`config.mk`:
```
export PLATFORM = sky130hd
export DESIGN_NAME = wb_master_rt_flat
export DESIGN_NICKNAME = d
export VERILOG_FILES = /design/src/rtl/wb_pkg.sv /design/src/rtl/wb_master_rt_if.sv /design/src/rtl/wb_down_counter.sv /design/src/rtl/wb_master_rt.sv /design/src/flat_wrapper.sv
export SDC_FILE = /design/constraint.sdc
export NUM_CORES = 1
export LEC_CHECK = 0
export CAP_MARGIN = 5
export CORE_MARGIN = 1
export CORE_UTILIZATION = 40
export DETAILED_ROUTE_END_ITERATION = 7
export GPL_ROUTABILITY_DRIVEN = 0
export PLACE_DENSITY = 0.77
export SETUP_SLACK_MARGIN = 0.3
export SYNTH_ARGS = -nofsm -noshare
export SYNTH_HDL_FRONTEND = slang
export SYNTH_SLANG_ARGS = --single-unit
export TNS_END_PERCENT = 5
```
`constraint.sdc`:
```
create_clock -name i_clk -period 2.1 [get_ports i_clk]
set_clock_uncertainty 0.15 [all_clocks]
set_input_delay 0.63 -clock i_clk [delete_from_list [all_inputs] [get_ports i_clk]]
set_output_delay 0.63 -clock i_clk [all_outputs]
set_load 0.01 [all_outputs]
```
`src/rtl/wb_pkg.sv`:
```
// Shared definitions for the wb_master_rt Wishbone classic master:
// FSM state encoding, default bus widths and counter widths.
package wb_pkg;

    localparam int WB_DATA_W = 16;
    localparam int WB_ADDR_W = 24;

    // Width of the retry counter and the backoff gap counter.
    localparam int WB_CNT_W  = 4;

    typedef enum logic [1:0] {
        ST_IDLE    = 2'd0,
        ST_BUS     = 2'd1,
        ST_BACKOFF = 2'd2
    } wb_state_t;

    // Byte-select width derived from the data width.
    function automatic int wb_sel_width(input int data_w);
        return data_w / 8;
    endfunction

endpackage

```
`src/rtl/wb_master_rt_if.sv`:
```
// Wishbone classic bus bundle between the wb_master_rt master and the
// interconnect. The master modport drives the cycle; the slave modport
// returns data and terminations.
interface wb_master_rt_if
    import wb_pkg::*;
#(
    parameter int DATA_W = WB_DATA_W,
    parameter int ADDR_W = WB_ADDR_W
);

    localparam int SEL_W = wb_sel_width(DATA_W);

    logic              wb_cyc;
    logic              wb_stb;
    logic              wb_we;
    logic [ADDR_W-1:0] wb_adr;
    logic [DATA_W-1:0] wb_o_dat;
    logic [SEL_W-1:0]  wb_sel;
    logic [DATA_W-1:0] wb_i_dat;
    logic              wb_ack;
    logic              wb_err;
    logic              wb_rty;

    modport master (
        output wb_cyc, wb_stb, wb_we, wb_adr, wb_o_dat, wb_sel,
        input  wb_i_dat, wb_ack, wb_err, wb_rty
    );

    modport slave (
        input  wb_cyc, wb_stb, wb_we, wb_adr, wb_o_dat, wb_sel,
        output wb_i_dat, wb_ack, wb_err, wb_rty
    );

endinterface

```
`src/rtl/wb_down_counter.sv`:
```
// Loadable down-counter with a zero flag. Load wins over decrement and
// the count never wraps below zero.
module wb_down_counter #(
    parameter int W = 4
) (
    input  logic         i_clk,
    input  logic         i_rst_n,
    input  logic         i_load,
    input  logic [W-1:0] i_load_val,
    input  logic         i_dec,
    output logic [W-1:0] o_count,
    output logic         o_zero
);

    logic [W-1:0] r_count;

    // Count register: load has priority, decrement saturates at zero.
    always_ff @(posedge i_clk or negedge i_rst_n) begin
        if (!i_rst_n) begin
            r_count <= '0;
        end else if (i_load) begin
            r_count <= i_load_val;
        end else if (i_dec && (r_count != '0)) begin
            r_count <= r_count - W'(1);
        end
    end

    assign o_count = r_count;
    assign o_zero  = (r_count == '0);

endmodule

```
`src/rtl/wb_master_rt.sv`:
```
// wb_master_rt: Wishbone classic master between the CPU memory stage and
// the bus interconnect. Supports chained transfers (i_mem_next), bus-error
// reporting and bounded retry with an idle gap after each wb_rty.
// Optional watchdog that aborts silent cycles: define WB_MASTER_TIMEOUT_EN.
module wb_master_rt
    import wb_pkg::*;
#(
    parameter int DATA_W      = WB_DATA_W,
    parameter int ADDR_W      = WB_ADDR_W,
    parameter int SEL_W       = wb_sel_width(DATA_W),
    parameter int MAX_RETRY   = 3,
    parameter int RETRY_GAP   = 2,
    parameter int TIMEOUT_CYC = 255
) (
    input  logic              i_clk,
    input  logic              i_rst_n,
    input  logic [ADDR_W-1:0] i_mem_addr,
    input  logic [DATA_W-1:0] i_mem_data,
    input  logic [SEL_W-1:0]  i_mem_sel,
    input  logic              i_mem_req,
    input  logic              i_mem_we,
    input  logic              i_mem_next,
    output logic [DATA_W-1:0] o_mem_data,
    output logic              o_mem_ack,
    output logic              o_mem_err,
    wb_master_rt_if.master    wb
);

    // Elaboration-time guards on the configuration.
    if ((DATA_W % 8) != 0 || SEL_W != DATA_W / 8) begin : g_bad_width
        $error("wb_master_rt: DATA_W must be a multiple of 8 and SEL_W = DATA_W/8");
    end
    if (MAX_RETRY < 1 || MAX_RETRY > 15 || RETRY_GAP < 1 || RETRY_GAP > 15) begin : g_bad_retry
        $error("wb_master_rt: MAX_RETRY and RETRY_GAP must lie in 1..15");
    end
    if (TIMEOUT_CYC < 1) begin : g_bad_timeout
        $error("wb_master_rt: TIMEOUT_CYC must be at least 1");
    end

    localparam logic [WB_CNT_W-1:0] RETRY_LIM = WB_CNT_W'(MAX_RETRY);
    localparam logic [WB_CNT_W-1:0] GAP_LOAD  = WB_CNT_W'(RETRY_GAP);

    wb_state_t           r_state;
    logic                r_cyc;
    logic                r_we;
    logic [ADDR_W-1:0]   r_adr;
    logic [DATA_W-1:0]   r_wdat;
    logic [SEL_W-1:0]    r_sel;
    logic [DATA_W-1:0]   r_mem_data;
    logic                r_mem_ack;
    logic                r_mem_err;
    logic [WB_CNT_W-1:0] r_retry;

    wb_state_t           w_state_nxt;
    logic                w_cyc_nxt;
    logic                w_we_nxt;
    logic [ADDR_W-1:0]   w_adr_nxt;
    logic [DATA_W-1:0]   w_wdat_nxt;
    logic [SEL_W-1:0]    w_sel_nxt;
    logic [DATA_W-1:0]   w_mem_data_nxt;
    logic                w_mem_ack_nxt;
    logic                w_mem_err_nxt;
    logic [WB_CNT_W-1:0] w_retry_nxt;

    logic                w_gap_load;
    logic                w_gap_dec;
    logic [WB_CNT_W-1:0] w_gap_cnt;
    logic                w_gap_zero;
    logic                w_gap_done;
    logic                w_term;
    logic                w_timeout;

    assign w_term = wb.wb_ack | wb.wb_err | wb.wb_rty;

    // Backoff gap: loaded on a retried wb_rty, counts down while idling.
    assign w_gap_dec  = (r_state == ST_BACKOFF) && !w_gap_zero;
    // The re-issue happens on the edge where the count steps from 1 to 0,
    // so cyc stays low for exactly RETRY_GAP cycles.
    assign w_gap_done = w_gap_zero || (w_gap_cnt == WB_CNT_W'(1));

    wb_down_counter #(
        .W (WB_CNT_W)
    ) u_gap_cnt (
        .i_clk      (i_clk),
        .i_rst_n    (i_rst_n),
        .i_load     (w_gap_load),
        .i_load_val (GAP_LOAD),
        .i_dec      (w_gap_dec),
        .o_count    (w_gap_cnt),
        .o_zero     (w_gap_zero)
    );

`ifdef WB_MASTER_TIMEOUT_EN
    localparam int WD_W = $clog2(TIMEOUT_CYC + 1);

    logic            w_wd_load;
    logic            w_wd_dec;
    logic [WD_W-1:0] w_wd_cnt;
    logic            w_wd_zero;

    // Restart the watchdog whenever a fresh bus cycle begins: entry from
    // IDLE/BACKOFF or a chain step (the only BUS->BUS path with a termination).
    assign w_wd_load = (w_state_nxt == ST_BUS) && ((r_state != ST_BUS) || w_term);
    assign w_wd_dec  = (r_state == ST_BUS) && !w_term && !w_wd_zero;
    // Loaded with TIMEOUT_CYC-1 so the abort lands after TIMEOUT_CYC silent
    // bus cycles; any real termination in that cycle takes precedence.
    assign w_timeout = (r_state == ST_BUS) && !w_term && (w_wd_cnt == '0);

    wb_down_counter #(
        .W (WD_W)
    ) u_wd_cnt (
        .i_clk      (i_clk),
        .i_rst_n    (i_rst_n),
        .i_load     (w_wd_load),
        .i_load_val (WD_W'(TIMEOUT_CYC - 1)),
        .i_dec      (w_wd_dec),
        .o_count    (w_wd_cnt),
        .o_zero     (w_wd_zero)
    );
`else
    assign w_timeout = 1'b0;
`endif

    // Next-state and next-output logic for the IDLE/BUS/BACKOFF machine.
    always_comb begin
        w_state_nxt    = r_state;
        w_cyc_nxt      = r_cyc;
        w_we_nxt       = r_we;
        w_adr_nxt      = r_adr;
        w_wdat_nxt     = r_wdat;
        w_sel_nxt      = r_sel;
        w_mem_data_nxt = r_mem_data;
        w_mem_ack_nxt  = 1'b0;
        w_mem_err_nxt  = 1'b0;
        w_retry_nxt    = r_retry;
        w_gap_load     = 1'b0;

        unique case (r_state)
            ST_IDLE: begin
                if (i_mem_req && !r_mem_ack) begin
                    w_adr_nxt   = i_mem_addr;
                    w_sel_nxt   = i_mem_sel;
                    w_we_nxt    = i_mem_we;
                    w_wdat_nxt  = i_mem_we ? i_mem_data : '0;
                    w_cyc_nxt   = 1'b1;
                    w_retry_nxt = '0;
                    w_state_nxt = ST_BUS;
                end
            end

            ST_BUS: begin
                if (wb.wb_err || (wb.wb_rty && (r_retry >= RETRY_LIM)) || w_timeout) begin
                    // Failed transfer: report ack+err together, chain broken.
                    w_cyc_nxt      = 1'b0;
                    w_mem_ack_nxt  = 1'b1;
                    w_mem_err_nxt  = 1'b1;
                    w_mem_data_nxt = '0;
                    w_state_nxt    = ST_IDLE;
                end else if (wb.wb_rty) begin
                    w_cyc_nxt   = 1'b0;
                    w_retry_nxt = r_retry + WB_CNT_W'(1);
                    w_gap_load  = 1'b1;
                    w_state_nxt = ST_BACKOFF;
                end else if (wb.wb_ack) begin
                    w_mem_ack_nxt  = 1'b1;
                    w_mem_data_nxt = r_we ? '0 : wb.wb_i_dat;
                    if (i_mem_next && i_mem_req) begin
                        // Chain: keep cyc/stb up and load the next transfer.
                        w_adr_nxt   = i_mem_addr;
                        w_sel_nxt   = i_mem_sel;
                        w_we_nxt    = i_mem_we;
                        w_wdat_nxt  = i_mem_we ? i_mem_data : '0;
                        w_retry_nxt = '0;
                    end else begin
                        w_cyc_nxt   = 1'b0;
                        w_state_nxt = ST_IDLE;
                    end
                end
            end

            ST_BACKOFF: begin
                if (w_gap_done) begin
                    w_cyc_nxt   = 1'b1;
                    w_state_nxt = ST_BUS;
                end
            end

            default: begin
                w_cyc_nxt   = 1'b0;
                w_state_nxt = ST_IDLE;
            end
        endcase
    end

    // State and registered bus/CPU outputs; everything clears on reset.
    always_ff @(posedge i_clk or negedge i_rst_n) begin
        if (!i_rst_n) begin
            r_state    <= ST_IDLE;
            r_cyc      <= 1'b0;
            r_we       <= 1'b0;
            r_adr      <= '0;
            r_wdat     <= '0;
            r_sel      <= '0;
            r_mem_data <= '0;
            r_mem_ack  <= 1'b0;
            r_mem_err  <= 1'b0;
            r_retry    <= '0;
        end else begin
            r_state    <= w_state_nxt;
            r_cyc      <= w_cyc_nxt;
            r_we       <= w_we_nxt;
            r_adr      <= w_adr_nxt;
            r_wdat     <= w_wdat_nxt;
            r_sel      <= w_sel_nxt;
            r_mem_data <= w_mem_data_nxt;
            r_mem_ack  <= w_mem_ack_nxt;
            r_mem_err  <= w_mem_err_nxt;
            r_retry    <= w_retry_nxt;
        end
    end

    assign wb.wb_cyc   = r_cyc;
    assign wb.wb_stb   = r_cyc;
    assign wb.wb_we    = r_we;
    assign wb.wb_adr   = r_adr;
    assign wb.wb_o_dat = r_wdat;
    assign wb.wb_sel   = r_sel;

    assign o_mem_data  = r_mem_data;
    assign o_mem_ack   = r_mem_ack;
    assign o_mem_err   = r_mem_err;

endmodule

```
`src/flat_wrapper.sv`:
```
// flat-port wrapper written by rule: the top's interface ports become plain ports
module wb_master_rt_flat import wb_pkg::*;
#(
    parameter int DATA_W      = WB_DATA_W,
    parameter int ADDR_W      = WB_ADDR_W,
    parameter int SEL_W       = wb_sel_width(DATA_W),
    parameter int MAX_RETRY   = 3,
    parameter int RETRY_GAP   = 2,
    parameter int TIMEOUT_CYC = 255
)
  (i_clk, i_rst_n, i_mem_addr, i_mem_data, i_mem_sel, i_mem_req, i_mem_we, i_mem_next, o_mem_data, o_mem_ack, o_mem_err, wb_wb_cyc, wb_wb_stb, wb_wb_we, wb_wb_adr, wb_wb_o_dat, wb_wb_sel, wb_wb_i_dat, wb_wb_ack, wb_wb_err, wb_wb_rty);
  wb_master_rt_if #(.DATA_W(DATA_W), .ADDR_W(ADDR_W)) wb_i ();
  input  logic i_clk;
  input  logic i_rst_n;
  input  logic [ADDR_W-1:0] i_mem_addr;
  input  logic [DATA_W-1:0] i_mem_data;
  input  logic [SEL_W-1:0] i_mem_sel;
  input  logic i_mem_req;
  input  logic i_mem_we;
  input  logic i_mem_next;
  output logic [DATA_W-1:0] o_mem_data;
  output logic o_mem_ack;
  output logic o_mem_err;
  output wire logic [$bits(wb_i.wb_cyc)-1:0] wb_wb_cyc;
  output wire logic [$bits(wb_i.wb_stb)-1:0] wb_wb_stb;
  output wire logic [$bits(wb_i.wb_we)-1:0] wb_wb_we;
  output wire logic [$bits(wb_i.wb_adr)-1:0] wb_wb_adr;
  output wire logic [$bits(wb_i.wb_o_dat)-1:0] wb_wb_o_dat;
  output wire logic [$bits(wb_i.wb_sel)-1:0] wb_wb_sel;
  input wire logic [$bits(wb_i.wb_i_dat)-1:0] wb_wb_i_dat;
  input wire logic [$bits(wb_i.wb_ack)-1:0] wb_wb_ack;
  input wire logic [$bits(wb_i.wb_err)-1:0] wb_wb_err;
  input wire logic [$bits(wb_i.wb_rty)-1:0] wb_wb_rty;
  assign wb_wb_cyc = wb_i.wb_cyc;
  assign wb_wb_stb = wb_i.wb_stb;
  assign wb_wb_we = wb_i.wb_we;
  assign wb_wb_adr = wb_i.wb_adr;
  assign wb_wb_o_dat = wb_i.wb_o_dat;
  assign wb_wb_sel = wb_i.wb_sel;
  assign wb_i.wb_i_dat = wb_wb_i_dat;
  assign wb_i.wb_ack = wb_wb_ack;
  assign wb_i.wb_err = wb_wb_err;
  assign wb_i.wb_rty = wb_wb_rty;
  wb_master_rt #(.DATA_W(DATA_W), .ADDR_W(ADDR_W), .SEL_W(SEL_W), .MAX_RETRY(MAX_RETRY), .RETRY_GAP(RETRY_GAP), .TIMEOUT_CYC(TIMEOUT_CYC)) u_core (.i_clk(i_clk), .i_rst_n(i_rst_n), .i_mem_addr(i_mem_addr), .i_mem_data(i_mem_data), .i_mem_sel(i_mem_sel), .i_mem_req(i_mem_req), .i_mem_we(i_mem_we), .i_mem_next(i_mem_next), .o_mem_data(o_mem_data), .o_mem_ack(o_mem_ack), .o_mem_err(o_mem_err), .wb(wb_i));
endmodule
```
==> impl_metrics.json, run 1 <==
{
  "status": "finished clean",
  "hold_violations": 0,
  "hold_path.class": "input port to asynchronous set/reset pin",
  "cp_top_family": "buffers and inverters",
  "num_antenna_cells": 0,
  "hold_ws_ns": 0.0809,
  "ys_warn_count": 0,
  "grt_pass1_vias": 2304,
  "coreArea_mm2": 0.00691,
  "die_area_mm2": 0.00762,
  "syn2layout_area_growth_pct": 63.4,
  "final_cell_mix": "clkdlybuf4s50_1, dfrtp_1, nand2_1",
  "die_w_um": 87.3,
  "portBuffers": 128,
  "cap_viol_max_count": 0,
  "detail-route-antenna-nets": 0,
  "num_rows": 30,
  "cp.depth": 1,
  "antenna_found_initial": 0,
  "post-route-period-util_pct": 96.1,
  "tightest_slew_ns": 0.452,
  "peakVddDrop_mv": 0.617,
  "drc": 0,
  "grt_pass1_wl_um": 11200,
  "critPathCapture": "wb_wb_adr[2]",
  "ys_types": 34,
  "grt-ovfl-total": 0,
  "end_kind": "output port",
  "slowest_stage": "clkdlybuf4s50_1",
  "routed_wirelength_um": 7010,
  "num_vias": 2299,
  "syn_area_mm2": 0.00291,
  "rsz0062_at_grt": "true",
  "routedWlPerCell_um": 14.5,
  "drv_slew": 0,
  "track_usage_pct": 19.7,
  "drive_gt1_share_pct": 19.7,
  "dr.pass1.iters": 6,
  "grt_max_degree": 40,
  "cts_max_path_buffers": 2,
  "cts-root-buf": "clkbuf_8",
  "p_leak_nw": 2.27,
  "postSynthCellCount": 233,
  "seq_area_frac_synth_pct": 61.9,
  "max-slew-margin-rel_pct": 69.9,
  "r2r_slack_ns": 0.14,
  "required_ns": 1.32,
  "drt_iter0_drc": 68,
  "synth_seq_cells": 72,
  "max_stage_delay_ns": 0.54,
  "ios": 129,
  "crit_type": "flip-flop to output port",
  "powerDensity_mw_per_mm2": 1350,
  "cp.arrival_ns": 1.24,
  "reg2reg_to": "u_core.r_retry[0]$_DFFE_PN0P_",
  "dieHeight_um": 87.3,
  "mostFrequentLayoutCell": "clkdlybuf4s50_1",
  "start_util_pct": 42.2,
  "avgSynthCellArea_um2": 12.5,
  "cts_tree": "yes",
  "setup_violations": 0,
  "layout_min_cycle_time_ns": 2.02,
  "path_cells": "clkdlybuf4s50_1",
  "cts_num_sinks": 72,
  "r2r_start": "u_core.r_retry[1]$_DFFE_PN0P_",
  "insertion_delay_ns": 0.34,
  "viasPerCell": 4.77,
  "place_hpwl_um": 4780,
  "max_freq_ghz": 0.496,
  "crit_fanout": 2,
  "r2r_cells": 5,
  "numCtsBuffers": 9,
  "cp_num_buf_inv": 1,
  "fillCellCount": 555,
  "nets": 451,
  "clk_pin_slew_ns": 0.07,
  "crit_start": "u_core.wb.wb_adr[2]$_DFFE_PN0P_",
  "start_kind": "flip-flop",
  "design_power_total_mw": 6.43,
  "syn-num-nets": 303,
  "h-tree-depth": 3
}
-- worst min-delay path by stage --
stage	to	cells after the start	from
6_report	u_core.o_mem_err$_DFF_PN0_	1	i_rst_n
5_1_grt	u_core.wb.wb_adr[12]$_DFFE_PN0P_	1	i_rst_n
4_1_cts	u_core.wb.wb_adr[12]$_DFFE_PN0P_	1	i_rst_n
3_5_place_dp	u_core.wb.wb_o_dat[7]$_DFFE_PN0P_	2	u_core.wb.wb_o_dat[7]$_DFFE_PN0P_
3_3_place_gp	u_core.r_retry[0]$_DFFE_PN0P_	1	u_core.r_retry[0]$_DFFE_PN0P_
2_1_floorplan	u_core.o_mem_ack$_DFF_PN0_	0	i_rst_n
-- Yosys cell counts --
master / instances / area [µm²]
a211o_1: 1 / 8.76
a21boi_1: 1 / 7.51
a21o_1: 1 / 7.51
a21oi_1: 2 / 10.0
a21oi_2: 1 / 8.76
a22o_1: 17 / 149
a22oi_2: 1 / 12.5
a2bb2oi_1: 1 / 8.76
and3_1: 1 / 6.26
buf_2: 2 / 10.0
buf_4: 2 / 15.0
buf_6: 4 / 45.0
clkbuf_1: 4 / 15.0
dfrtp_1: 72 / 1800
ha_1: 4 / 50.1
inv_1: 6 / 22.5
mux2_2: 28 / 315
mux2i_1: 2 / 20.0
nand2_1: 43 / 161
nand2b_1: 1 / 6.26
nand3_1: 1 / 5.00
nand4b_1: 1 / 8.76
nor2_1: 5 / 18.8
nor2_2: 1 / 6.26
nor2b_1: 4 / 25.0
nor3_1: 2 / 10.0
nor4b_2: 1 / 15.0
o21a_1: 1 / 7.51
o21ai_0: 16 / 80.1
o21ai_1: 2 / 10.0
o31ai_1: 2 / 15.0
or3_1: 1 / 6.26
or4b_4: 1 / 13.8
xnor2_1: 1 / 8.76
-- stage by stage --
step | setup WS [ns] | instances | instance area [µm²] | utilization, % | TNS [ns]
finish | 0.0820 | 482 | 4760 | 68.9 | 0
global route | 0.0326 | 482 | 4760 | 68.9 | 0
CTS | 0.0675 | 480 | 4720 | 68.3 | 0
detailed placement | -0.437 | 458 | 4380 | 63.4 | -23.39
global placement | -0.367 | 458 | 4380 | 63.4 | -20.14
floorplan | 0.186 | 233 | 2930 | - | 0
-- power by group --
group | switching, mW | total (mW) | internal (mW)
Sequential | 0.350 | 2.31 | 1.96
Combinational | 1.13 | 2.80 | 1.67
Clock | 0.497 | 1.32 | 0.822
Total | 1.98 | 6.43 | 4.45
-- final cells by class --
cell class / count / area [µm²] / share of cell area [%]
inverters: 6 / 22.5 / 0.473
multi-input cells: 143 / 1040 / 21.8
well taps: 96 / 120 / 2.52
clock inverters: 5 / 104 / 2.18
flip-flops and latches: 72 / 1800 / 37.9
clock buffers: 11 / 141 / 2.97
repair buffers: 149 / 1530 / 32.2
-- state kept, by name, indices dropped and copies added (netlist names) --
name                      count
u_core.o_mem_err              1
u_core.wb.wb_sel              2
u_core.wb.wb_adr             24
u_core.wb.wb_cyc              1
u_core.u_gap_cnt.o_count      4
u_core.wb.wb_o_dat           16
u_core.o_mem_ack              1
u_core.r_retry                4
u_core.wb.wb_we               1
u_core.o_mem_data            16
u_core.r_state                2
-- routing by layer --
layer / global-route usage (%) / vias up / routed length, µm
met2: 31.5 / 86 / 3370
met5: 0 / - / 0
met4: 8.49 / 0 / 130
met3: 5.78 / 11 / 517
li1: - / 1109 / -
met1: 25.0 / 1093 / 3000
-- what timing repair did --
item / 4_1_cts / 5_1_grt
setup endpoints to repair: 132 / 132
cloned: 3 / 0
pin swaps: 3 / 5
hold buffers: 0 / 0
gates resized for setup: 46 / 6
buffers inserted: 3 / 2
-- cells by family (layout without fill, tap and decap cells) --
logic type,Yosys count,count (layout),share of synthesized area (%)
compound gates,46,46,11.2
buf+inv,18,171,3.70
mux,30,30,11.5
flops,72,72,61.9
xor+xnor,1,1,0.301
fa+ha+maj,4,4,1.72
simple gates,62,62,9.71
(Power assumes the default switching activity.)
==> run 2, diff against run 1 <==
- CAP_MARGIN: 5 -> 30
==> results of run 2 <==
Same layout as run 1: the final DEF is identical, and so are final timing and power.
==> run 3, diff against run 2 <==
- CAP_MARGIN: 30 -> not set
- GPL_TIMING_DRIVEN: not set -> 0
- SETUP_SLACK_MARGIN: 0.3 -> 0.05
==> run 3 against run 2 <==
  * Non-clock buffer count shrank 5
  * Critical path depth is the same
  * Wire length shrank 0.70%
  * Critical endpoint is now wb_wb_adr[6]
==> impl_metrics.json, run 3 (same netlist as run 1, synthesis figures left out) <==
{
  "drv_slew": 0,
  "numCtsBuffers": 9,
  "grt-ovfl-total": 0,
  "largest_reg_flops": 24,
  "reg2reg_to": "u_core.r_retry[0]$_DFFE_PN0P_",
  "rsz0062_at_grt": "false",
  "p_leak_nw": 2.74,
  "setup_violations": 0,
  "antenna_found_initial": 0,
  "mostFrequentLayoutCell": "clkdlybuf4s50_1",
  "layout_min_cycle_time_ns": 2.00,
  "cap_viol_max_count": 0,
  "die_w_um": 87.3,
  "die_area_mm2": 0.00762,
  "hold_ws_ns": 0.259,
  "pre_cts_slack_ns": -0.627,
  "fin_setup_tns_ns": 0,
  "grt_pass1_vias": 2310,
  "crit_fanout": 2,
  "tightest_slew_ns": 0.904,
  "max_stage_delay_ns": 0.54,
  "cts_tree": "yes",
  "coreArea_mm2": 0.00691,
  "setup_slack_ns": 0.0960,
  "post-route-period-util_pct": 95.4,
  "syn2layout_area_growth_pct": 63.9,
  "num_rows": 30,
  "num_antenna_cells": 0,
  "peakVddDrop_mv": 0.758,
  "clk_pin_slew_ns": 0.08,
  "detail-route-antenna-nets": 0,
  "hold_path.class": "input port to asynchronous set/reset pin",
  "drt_iter0_drc": 61,
  "portBuffers": 127,
  "powerDensity_mw_per_mm2": 1350,
  "required_ns": 1.32,
  "place_hpwl_um": 4850,
  "r2r_slack_ns": 0.12,
  "cts-root-buf": "clkbuf_8",
  "track_usage_pct": 19.0,
  "crit_type": "flip-flop to output port",
  "cp_top_family": "buffers and inverters",
  "cp.arrival_ns": 1.22,
  "nets": 446,
  "status": "finished clean",
  "slowest_stage": "clkdlybuf4s50_1",
  "max-slew-margin-rel_pct": 39.7,
  "grt_max_degree": 73,
  "final_cells": 477,
  "start_kind": "flip-flop",
  "placed_area_mm2": 0.00430,
  "start_util_pct": 42.2,
  "dieHeight_um": 87.3,
  "ios": 129,
  "dp.cells": 456,
  "grt_pass1_wl_um": 10800,
  "routed_wirelength_um": 6960,
  "end_kind": "output port",
  "max_freq_ghz": 0.499,
  "hold_violations": 0,
  "viasPerCell": 4.81,
  "num_vias": 2292,
  "design_power_total_mw": 6.44,
  "insertion_delay_ns": 0.34,
  "final_util_pct": 69.1,
  "final_cell_mix": "clkdlybuf4s50_1, dfrtp_1, dlymetal6s2s_1",
  "cp_num_buf_inv": 1,
  "finalInstanceArea_mm2": 0.00477,
  "h-tree-depth": 3,
  "cts_max_path_buffers": 2,
  "cts_num_sinks": 72,
  "drc": 0,
  "drive_gt1_share_pct": 17.8,
  "path_cells": "clkdlybuf4s50_1",
  "dr.pass1.iters": 4,
  "r2r_cells": 5,
  "r2r_start": "u_core.r_retry[0]$_DFFE_PN0P_",
  "routedWlPerCell_um": 14.6
}
## run 3: cell count changes in the layout (fill, tap and decap cells not counted), moves of 2 or more
cell / before / now
buf_12: 5 / 0
buf_4: 12 / 7
buf_6: 2 / 5
bufbuf_16: 2 / 0
clkbuf_2: 0 / 2
clkdlybuf4s50_1: 86 / 74
dlygate4sd2_1: 39 / 3
dlymetal6s2s_1: 1 / 49
o21ai_0: 14 / 16
o21ai_1: 3 / 1
## run 3: what timing repair did
action                     4_1_cts  5_1_grt
buffers inserted                 3        2
setup endpoints to repair       84      102
hold buffers                     0        0
pin swaps                        2        1
gates resized for setup          7       57
## run 3: how the worst max path moves through the flow
stage                               startpoint                                 endpoint  cells after the start
5_1_grt          u_core.r_retry[0]$_DFFE_PN0P_  u_core.u_gap_cnt.o_count[2]$_DFFE_PN0P_                      5
2_1_floorplan                        wb_wb_err        u_core.wb.wb_o_dat[0]$_DFFE_PN0P_                      6
6_report       u_core.wb.wb_adr[6]$_DFFE_PN0P_                             wb_wb_adr[6]                      1
4_1_cts            u_core.wb.wb_we$_DFFE_PN0P_                                 wb_wb_we                      1
3_3_place_gp                           i_rst_n         u_core.wb.wb_adr[13]$_DFFE_PN0P_                      1
3_5_place_dp                         wb_wb_err       u_core.wb.wb_o_dat[11]$_DFFE_PN0P_                      7
## run 3: where the power goes
part           switching (mW)  internal (mW)
logic                    1.12           1.58
clock network           0.520          0.938
registers               0.326           1.96
## run 3: cell type report
cell class	instances	area, µm²
fill	555	2140
sequential	72	1800
timing repair buffer	132	1430
multi-input combinational	143	1030
clock buffer	10	138
clock inverter	6	130
tap	96	120
buffer	12	97.6
inverter	6	22.5
## run 3: per-layer routing
metal / vias up / wire length, µm / GRT usage, %
li1: 1102 / - / -
met1: 1092 / 2900 / 23.5
met2: 83 / 3350 / 28.2
met3: 15 / 558 / 8.06
met4: 0 / 146 / 9.99
met5: - / 0 / 0
